### config.mk
export PLATFORM = sky130hd
export DESIGN_NAME = control_unit
export DESIGN_NICKNAME = d
export VERILOG_FILES = /design/src/rtl/cpu_ctrl_pkg.sv /design/src/rtl/instr_counter.sv /design/src/rtl/control_unit.sv
export SDC_FILE = /design/constraint.sdc
export NUM_CORES = 1
export LEC_CHECK = 0
export ABC_AREA = 1
export BUFFER_PORTS_ARGS = -buffer_cell sky130_fd_sc_hd__buf_2
export CAP_MARGIN = 20
export CORE_MARGIN = 5
export CORE_UTILIZATION = 42
export CTS_CLUSTER_SIZE = 20
export DETAILED_ROUTE_END_ITERATION = 7
export PLACE_DENSITY = 0.8
export SETUP_SLACK_MARGIN = 0.15
export SYNTH_ARGS = -nofsm -noshare
export SYNTH_HDL_FRONTEND = slang
export SYNTH_SLANG_ARGS = --single-unit
### constraint.sdc
create_clock -name clk -period 2.2 [get_ports clk]
set_clock_uncertainty 0.2 [all_clocks]
set_input_delay 0.11 -clock clk [delete_from_list [all_inputs] [get_ports clk]]
set_output_delay 0.11 -clock clk [all_outputs]
set_load 0.01 [all_outputs]
### src/rtl/cpu_ctrl_pkg.sv
// Shared types for the CPU sequencer: FSM states, decoded instruction kinds and
// the datapath control word that the datapath imports as well.
package cpu_ctrl_pkg;

  typedef enum logic [3:0] {
    FETCH1,
    DECODE,
    FETCH2,
    MEM_RD,
    LD_WB,
    ST,
    JMP,
    ALU_EX,
    ALU_WB,
    MOV
  } state_t;

  typedef enum logic [2:0] {
    K_LDA,
    K_STA,
    K_JMP,
    K_ALUI,
    K_ALU,
    K_MOV
  } kind_t;

  localparam logic [2:0] CLASS_LDA = 3'b000;
  localparam logic [2:0] CLASS_STA = 3'b001;
  localparam logic [2:0] CLASS_JMP = 3'b010;
  localparam logic [3:0] OP_MOV    = 4'b0110;
  localparam logic [3:0] OP_ALUI   = 4'b0111;

  typedef struct packed {
    logic sel_mem_src_pc;
    logic sel_mem_src_tr;
    logic ld_ir;
    logic ld_di;
    logic ld_pc;
    logic ld_tr;
    logic ld_alu;
    logic ld_czn;
    logic sel_czn_src_alu;
    logic sel_alu_src_tr;
    logic sel_alu_src_reg1;
    logic sel_ir_4_3;
    logic sel_ir_3_2;
    logic sel_rf_write_src_tr_12_5;
    logic sel_rf_write_src_alu;
    logic sel_rf_write_src_reg1;
    logic write_reg_en;
    logic mem_write;
    logic jump_phase;
  } ctrl_t;

  localparam ctrl_t CTRL_IDLE = '0;

  // Every 4-bit upper nibble maps to a kind: 1xxx is ALU reg-reg, 0110/0111
  // are MOV/ALUI, and the remaining 00xx/010x fall to the class field.
  function automatic kind_t decode_kind(input logic [3:0] op);
    kind_t k;
    if (op[3])              k = K_ALU;
    else if (op == OP_MOV)  k = K_MOV;
    else if (op == OP_ALUI) k = K_ALUI;
    else begin
      case (op[3:1])
        CLASS_LDA: k = K_LDA;
        CLASS_STA: k = K_STA;
        CLASS_JMP: k = K_JMP;
        default:   k = K_JMP;
      endcase
    end
    return k;
  endfunction

  function automatic logic is_mem_state(input state_t s);
    return (s == FETCH1) || (s == FETCH2) || (s == MEM_RD) || (s == ST);
  endfunction

endpackage

### src/rtl/instr_counter.sv
// Retired-instruction counter, wrapping at all-ones. Only compiled and
// instantiated when CTRL_PERF_CNT_EN is defined.
`ifdef CTRL_PERF_CNT_EN
module instr_counter #(
  parameter int CNT_W = 16
) (
  input  logic             clk,
  input  logic             rst_n,
  input  logic             inc_i,
  output logic [CNT_W-1:0] count_o
);

  logic [CNT_W-1:0] count_q;
  logic [CNT_W-1:0] count_d;

  always_comb begin
    count_d = count_q;
    if (inc_i) count_d = count_q + CNT_W'(1);
  end

  always_ff @(posedge clk or negedge rst_n) begin
    if (!rst_n) count_q <= '0;
    else        count_q <= count_d;
  end

  assign count_o = count_q;

endmodule
`endif

### src/rtl/control_unit.sv
// Moore sequencer for the 8-bit CPU: fetch/decode/execute FSM driving the
// datapath control word. Optional retired counter under CTRL_PERF_CNT_EN.
module control_unit
  import cpu_ctrl_pkg::*;
#(
  parameter int CNT_W = 16
) (
  input  logic             clk,
  input  logic             rst,
  input  logic [7:0]       ir,
  input  logic             mem_wait,
  output ctrl_t            ctrl_o,
  output state_t           state_o,
  output logic             instr_done_o,
  output logic [CNT_W-1:0] retired_o
);

  state_t state_q, state_d;
  kind_t  kind_q, kind_d;
  ctrl_t  ctrl_raw;
  logic   done_raw;
  logic   wait_hold;

  // dst/src fields steer the datapath directly; the sequencer never uses them.
  logic unused_ir_bits;
  assign unused_ir_bits = ^ir[3:0];

  // NOTE: every variable written in an always_comb gets a default first, so no
  // path can leave it unassigned and infer a latch.
  always_comb begin
    state_d = state_q;
    kind_d  = kind_q;
    case (state_q)
      FETCH1: if (!mem_wait) state_d = DECODE;
      DECODE: begin
        kind_d = decode_kind(ir[7:4]);
        case (kind_d)
          K_MOV:   state_d = MOV;
          K_ALU:   state_d = ALU_EX;
          default: state_d = FETCH2;
        endcase
      end
      FETCH2: begin
        if (!mem_wait) begin
          case (kind_q)
            K_LDA:   state_d = MEM_RD;
            K_STA:   state_d = ST;
            K_JMP:   state_d = JMP;
            default: state_d = ALU_EX;
          endcase
        end
      end
      MEM_RD:  if (!mem_wait) state_d = LD_WB;
      ST:      if (!mem_wait) state_d = FETCH1;
      ALU_EX:  state_d = ALU_WB;
      default: state_d = FETCH1;
    endcase
  end

  // NOTE: state registers use non-blocking assignments so every flop samples
  // the pre-edge values regardless of process ordering.
  always_ff @(posedge clk or negedge rst) begin
    if (!rst) begin
      state_q <= FETCH1;
      kind_q  <= K_MOV;
    end else begin
      state_q <= state_d;
      kind_q  <= kind_d;
    end
  end

  // A stalled memory state keeps its address select but drops every strobe
  // that would commit something.
  assign wait_hold = mem_wait && is_mem_state(state_q);

  always_comb begin
    ctrl_raw = CTRL_IDLE;
    done_raw = 1'b0;
    case (state_q)
      FETCH1: begin
        ctrl_raw.sel_mem_src_pc = 1'b1;
        ctrl_raw.ld_ir          = !wait_hold;
        ctrl_raw.ld_di          = !wait_hold;
        ctrl_raw.ld_pc          = !wait_hold;
      end
      FETCH2: begin
        ctrl_raw.sel_mem_src_pc = 1'b1;
        ctrl_raw.ld_tr          = !wait_hold;
        ctrl_raw.ld_pc          = !wait_hold;
      end
      MEM_RD: begin
        ctrl_raw.sel_mem_src_tr = 1'b1;
        ctrl_raw.ld_tr          = !wait_hold;
      end
      LD_WB: begin
        ctrl_raw.sel_rf_write_src_tr_12_5 = 1'b1;
        ctrl_raw.sel_ir_4_3               = 1'b1;
        ctrl_raw.write_reg_en             = 1'b1;
        done_raw                          = 1'b1;
      end
      ST: begin
        ctrl_raw.sel_mem_src_tr = 1'b1;
        ctrl_raw.sel_ir_4_3     = 1'b1;
        ctrl_raw.mem_write      = !wait_hold;
        done_raw                = !wait_hold;
      end
      JMP: begin
        ctrl_raw.jump_phase = 1'b1;
        ctrl_raw.ld_pc      = 1'b1;
        done_raw            = 1'b1;
      end
      ALU_EX: begin
        ctrl_raw.ld_alu           = 1'b1;
        ctrl_raw.ld_czn           = 1'b1;
        ctrl_raw.sel_czn_src_alu  = 1'b1;
        ctrl_raw.sel_ir_3_2       = 1'b1;
        ctrl_raw.sel_alu_src_tr   = (kind_q == K_ALUI);
        ctrl_raw.sel_alu_src_reg1 = (kind_q != K_ALUI);
      end
      ALU_WB: begin
        ctrl_raw.sel_rf_write_src_alu = 1'b1;
        ctrl_raw.sel_ir_3_2           = 1'b1;
        ctrl_raw.write_reg_en         = 1'b1;
        done_raw                      = 1'b1;
      end
      MOV: begin
        ctrl_raw.sel_rf_write_src_reg1 = 1'b1;
        ctrl_raw.sel_ir_3_2            = 1'b1;
        ctrl_raw.write_reg_en          = 1'b1;
        done_raw                       = 1'b1;
      end
      default: ;
    endcase
  end

  // Reset blanks the strobes combinationally, not just at the next edge.
  assign ctrl_o       = rst ? ctrl_raw : CTRL_IDLE;
  assign instr_done_o = rst & done_raw;
  assign state_o      = state_q;

`ifdef CTRL_PERF_CNT_EN
  instr_counter #(
    .CNT_W (CNT_W)
  ) u_instr_counter (
    .clk     (clk),
    .rst_n   (rst),
    .inc_i   (instr_done_o),
    .count_o (retired_o)
  );
`else
  assign retired_o = '0;
`endif

  a_mem_src_excl: assert property (@(posedge clk) disable iff (!rst)
    !(ctrl_o.sel_mem_src_pc && ctrl_o.sel_mem_src_tr));
  a_alu_src_excl: assert property (@(posedge clk) disable iff (!rst)
    !(ctrl_o.sel_alu_src_tr && ctrl_o.sel_alu_src_reg1));
  a_ir_sel_excl: assert property (@(posedge clk) disable iff (!rst)
    !(ctrl_o.sel_ir_4_3 && ctrl_o.sel_ir_3_2));
  a_rf_src_excl: assert property (@(posedge clk) disable iff (!rst)
    $onehot0({ctrl_o.sel_rf_write_src_tr_12_5, ctrl_o.sel_rf_write_src_alu,
              ctrl_o.sel_rf_write_src_reg1}));
  a_pc_vs_rf: assert property (@(posedge clk) disable iff (!rst)
    !(ctrl_o.ld_pc && ctrl_o.write_reg_en));
  a_jump_phase: assert property (@(posedge clk) disable iff (!rst)
    ctrl_o.jump_phase |-> (state_o == JMP));

endmodule

==> results of run 1 <==
-- flip-flops by register name, summed over array words and instances, names as in the netlist --
register and count:
state_o 4, kind_q 3
-- final timing paths --
path	start	end	cells after the start
max	state_o[1]	kind_q[0]	6
min	ir[7]	kind_q[1]	4
max reg2reg	state_o[1]	kind_q[0]	6
min reg2reg	kind_q[0]	kind_q[0]	2
max in group asynchronous	rst	kind_q[2]	2
min in group asynchronous	rst	state_o[2]	2
-- kinds of logic (layout without fill, tap and decap cells) --
group / after synthesis / after routing / synth area share
and+or+nand+nor: 60 / 60 / 0.403
buffers and inverters: 39 / 58 / 0.280
AOI/OAI and AO/OA: 12 / 12 / 0.0918
DFF: 7 / 7 / 0.221
other: 1 / 16 / 0.00466
-- metrics by stage --
stage	std cells	hold slack [ns]	cell area [µm²]	setup WS, ns
2_1_floorplan	134	-0.386	861	0.581
3_3_place_gp	169	-0.210	888	0.650
3_5_place_dp	169	-0.202	888	0.638
6_report	178	0.00158	966	0.286
4_1_cts	178	0.00705	965	0.254
5_1_grt	178	0.0494	966	0.155
-- worst max-delay path: stages, from the launching register on --
cell	delay, ns
dfrtp_2	0.49
inv_1	0.10
nand2_1	0.08
nor2_4	0.22
nand3_1	0.10
dlygate4sd3_1	0.57
o21ai_0	0.08
-- cell type report --
| type | count | area (µm²) |
|---|---|---|
| timing repair buffer | 35 | 200 |
| inverter | 19 | 71.3 |
| fill | 194 | 817 |
| sequential | 7 | 179 |
| clock buffer | 4 | 26.3 |
| multi-input combinational | 88 | 458 |
| tap | 25 | 31.3 |
-- cells in the mapped netlist (all sizes together) --
master  number  area [µm²]
dfstp        2        52.6
o21ai        6        37.5
buf         20         154
nor2        15        91.3
a21oi        3        15.0
dfrtp        5         125
nor4         1        12.5
nor3         1        5.00
nand3        7        47.6
o211ai       1        7.51
o21bai       1        7.51
inv         19        71.3
a31oi        1        6.26
conb         1        3.75
nand2       33         149
nand4        3        18.8
-- where the power goes --
| part | total, µW | internal (µW) | switching (µW) |
|---|---|---|---|
| logic | 609 | 221 | 388 |
| clock network | 126 | 69.8 | 56.3 |
| registers | 275 | 193 | 81.7 |
-- routing by layer --
layer	up-vias	GRT usage	wire [µm]
li1	404	-	-
met1	339	0.164	751
met2	32	0.246	895
met3	5	0.0166	140
met4	0	0.102	55
met5	-	0	0
-- what timing repair did --
action | in CTS | in global routing
resized for setup | 0 | 1
endpoints found under the setup margin | 0 | 1
setup buffers | 0 | 0
endpoints found under the hold margin | 12 | 0
hold buffers | 5 | 0
==> results.cfg, run 1 <==
[clock_tree]
clock_path_buffers = 2
cts_max_level = 1
cts_buffers = 3
clk_pin_slew_ns = 0.06
numClockSinks = 7
cts-root-buf = clkbuf_4
tritoncts = yes
insertion_delay_ns = 0.26

[drt]
drt_iter0_markers = 16
routed_wirelength_mm = 1.84
avgRoutedWirePerCell_um = 10.4
ant_nets = 0
via_count = 780
vias_per_cell = 4.38
dr.pass1.iters = 4
drc_errors = 0

[run]
timing.max_cap.violations = 0

[grt]
grt_max_degree = 14
grt_pass1_vias = 709
antenna_found_initial = 0
grt_pass1_wl_mm = 3.02
grt_use_total = 0.144
grt-ovfl-total = 0

[layout]
layout_common_cells = buf_2 (30), nand2_1 (25), conb_1 (16)
layout_commonest_cell = buf_2
postLayoutCoreUtil = 0.542
n_antenna_cell = 0
areaGrowthSynthToFinish_pct = 20.1
layout-drive-gt1-share = 0.379
fin_nets = 165

[synthesis]
avgSynthCellArea_um2 = 6.76
synth_cell_types = 24
ys_seq_area_frac = 0.221
syn-cell-area_um2 = 805
synth_seq_cells = 7
yosys_warnings = 0
syn_inst = 119

[floorplan]
core_um2 = 1780
initial_core_util = 0.451
dieArea_um2 = 2890
fp.dieH_um = 53.8
io_pins = 51
placementRows = 15
die_w_um = 53.8

[setup_path]
crit_path_max_fanout = 12
start_kind = flop
crit_type = reg2reg
r2r_setup_slack_ns = 0.29
cp-end-kind = flop
required_ns = 2.19
crit_arrival_ns = 1.90

[power]
power.total_uw = 1010
power.density_nw_per_um2 = 1050
vdd_ir_drop_max_v = 0.000504
p_leak_uw = 0.000594

[timing]
finalSetupTns_ns = 0
fmax_mhz = 522
fin_crit_ns = 1.91
fin_crit_sh = 0.870
setup_viol = 0
maxSlewViolCount = 0
rsz0062_at_grt = false
hold_viol = 0

[place]
dp_hpwl_mm = 1.53
numPortBuffers = 30
gp_congestion = 0.773

[hold_path]
hold_class = in2reg

[outcome]
status = finished clean
(Power assumes the default switching activity.)
==> inputs of run 2 (changes only) <==
CORE_UTILIZATION = 38   (was 42)
CTS_CLUSTER_SIZE = 8   (was 20)
GPL_TIMING_DRIVEN = 0   (was unset)
PLACE_DENSITY = 0.77   (was 0.8)
clock period = 1.7 ns   (was 2.2 ns; I/O delays follow)
==> run 2 against run 1 <==
Wire length rose by 26%. Register-to-register slack worse by 0.03 ns. Clock-buffer cell count is 1 lower. Critical path type is now reg2out. Highest routed layer unchanged.
==> results.cfg, run 2 (synthesized netlist as in run 1, its figures left out) <==
[timing]
maxSlewViolCount = 0
hold_viol = 0
fmax_mhz = 589
fin_crit_ns = 1.70
finalSetupTns_ns = 0
fin_crit_sh = 0.998
setup_viol = 0
rsz0062_at_grt = true

[floorplan]
die_w_um = 56.0
initial_core_util = 0.406
core_um2 = 1980
io_pins = 51
dieArea_um2 = 3140
placementRows = 16
fp.dieH_um = 56.0

[clock_tree]
cts_max_level = 1
clock_path_buffers = 2
clk_pin_slew_ns = 0.06
cts_buffers = 3
cts-root-buf = clkbuf_4
insertion_delay_ns = 0.26
numClockSinks = 7
tritoncts = yes

[place]
dpl.cell_count = 191
gp_congestion = 0.808
dp_hpwl_mm = 1.64
numPortBuffers = 30

[grt]
grt_pass1_vias = 895
grt-ovfl-total = 0
antenna_found_initial = 0
grt_use_total = 0.150
grt_pass1_wl_mm = 3.86
grt_max_degree = 11

[power]
power.density_nw_per_um2 = 1280
vdd_ir_drop_max_v = 0.000610
p_leak_uw = 0.000796

[layout]
largest_reg_flops = 4
layout_common_cells = buf_4 (28), buf_2 (23), nand2_1 (20)
areaGrowthSynthToFinish_pct = 65.9
stdcell_count = 211
layout_commonest_cell = buf_4
fin_nets = 196
fillers = 172
n_antenna_cell = 0
layout-drive-gt1-share = 0.560

[setup_path]
start_kind = flop
required_ns = 1.41
cp-end-kind = output port
reg2reg_depth = 8
crit_type = reg2out
crit_path_max_fanout = 4
crit_arrival_ns = 1.41

[drt]
drc_errors = 0
vias_per_cell = 4.24
drt_iter0_markers = 6
avgRoutedWirePerCell_um = 11.0
routed_wirelength_mm = 2.32
ant_nets = 0
dr.pass1.iters = 4
via_count = 895

[hold_path]
holdPathStages = 6
hold_class = in2reg

[outcome]
status = finished clean

[run]
timing.max_cap.violations = 0
## run 2: final timing paths
path	from	to	slack [ns]
worst max-delay path	state_o[3]	ctrl_o[16]	0.003
worst min-delay path	ir[4]	kind_q[2]	0.07
worst max register to register	state_o[3]	state_o[0]	0.26
worst min register to register	kind_q[2]	kind_q[2]	0.39
max in group asynchronous	rst	kind_q[0]	0.81
min in group asynchronous	rst	kind_q[1]	0.19
## run 2: layout make-up
class	instances	area (µm²)	share of cell area
Inverter	19	76.3	0.0572
Timing Repair Buffer	46	335	0.251
Clock buffer	3	22.5	0.0169
Clock inverter	1	5.00	0.00375
Buffer	20	161	0.121
Tap cell	27	33.8	0.0253
Sequential cell	7	181	0.136
Multi-Input combinational cell	88	519	0.389
## run 2: worst max-delay path, stage by stage (launching register included)
cell and delay (ns):
dfrtp_2 0.46, nor2_4 0.15, nand2_4 0.08, nor2_4 0.10, nand2_2 0.06, nor2_2 0.09
buf_4 0.11, buf_6 0.09
## run 2: per-layer routing
metal	track usage	share of wire	vias up
met5	0	0	-
li1	-	-	467
met2	0.264	0.51	35
met1	0.166	0.39	388
met4	0.0814	0.022	0
met3	0.0325	0.069	5
## run 2: report_power, final
part	total, µW	switching, µW	internal (µW)	leakage [µW]
Clock	161	74.6	86.7	0.0000177
Sequential	342	89.1	253	0.0000818
Combinational	1210	668	542	0.000696
## run 2: repair_timing
action / in CTS / in global routing
hold endpoints to repair: 13 / 0
hold buffers: 5 / 0
buffers inserted: 7 / 4
resized for setup: 20 / 16
cloned: 0 / 0
setup endpoints to repair: 18 / 20
pin swaps: 4 / 5
## run 2: per-stage QoR
step                power, µW  worst slack, ns  cell area (µm²)  hold WS [ns]  utilization
finish                   1710          0.00349             1340        0.0670        0.674
global route             1850          -0.0764             1340         0.145        0.674
CTS                      1580           0.0119             1250        0.0589        0.629
detailed placement       1200            0.147             1050        -0.223        0.528
global placement         1170            0.181             1050        -0.228        0.528
floorplan                 978            0.171              863        -0.411            -
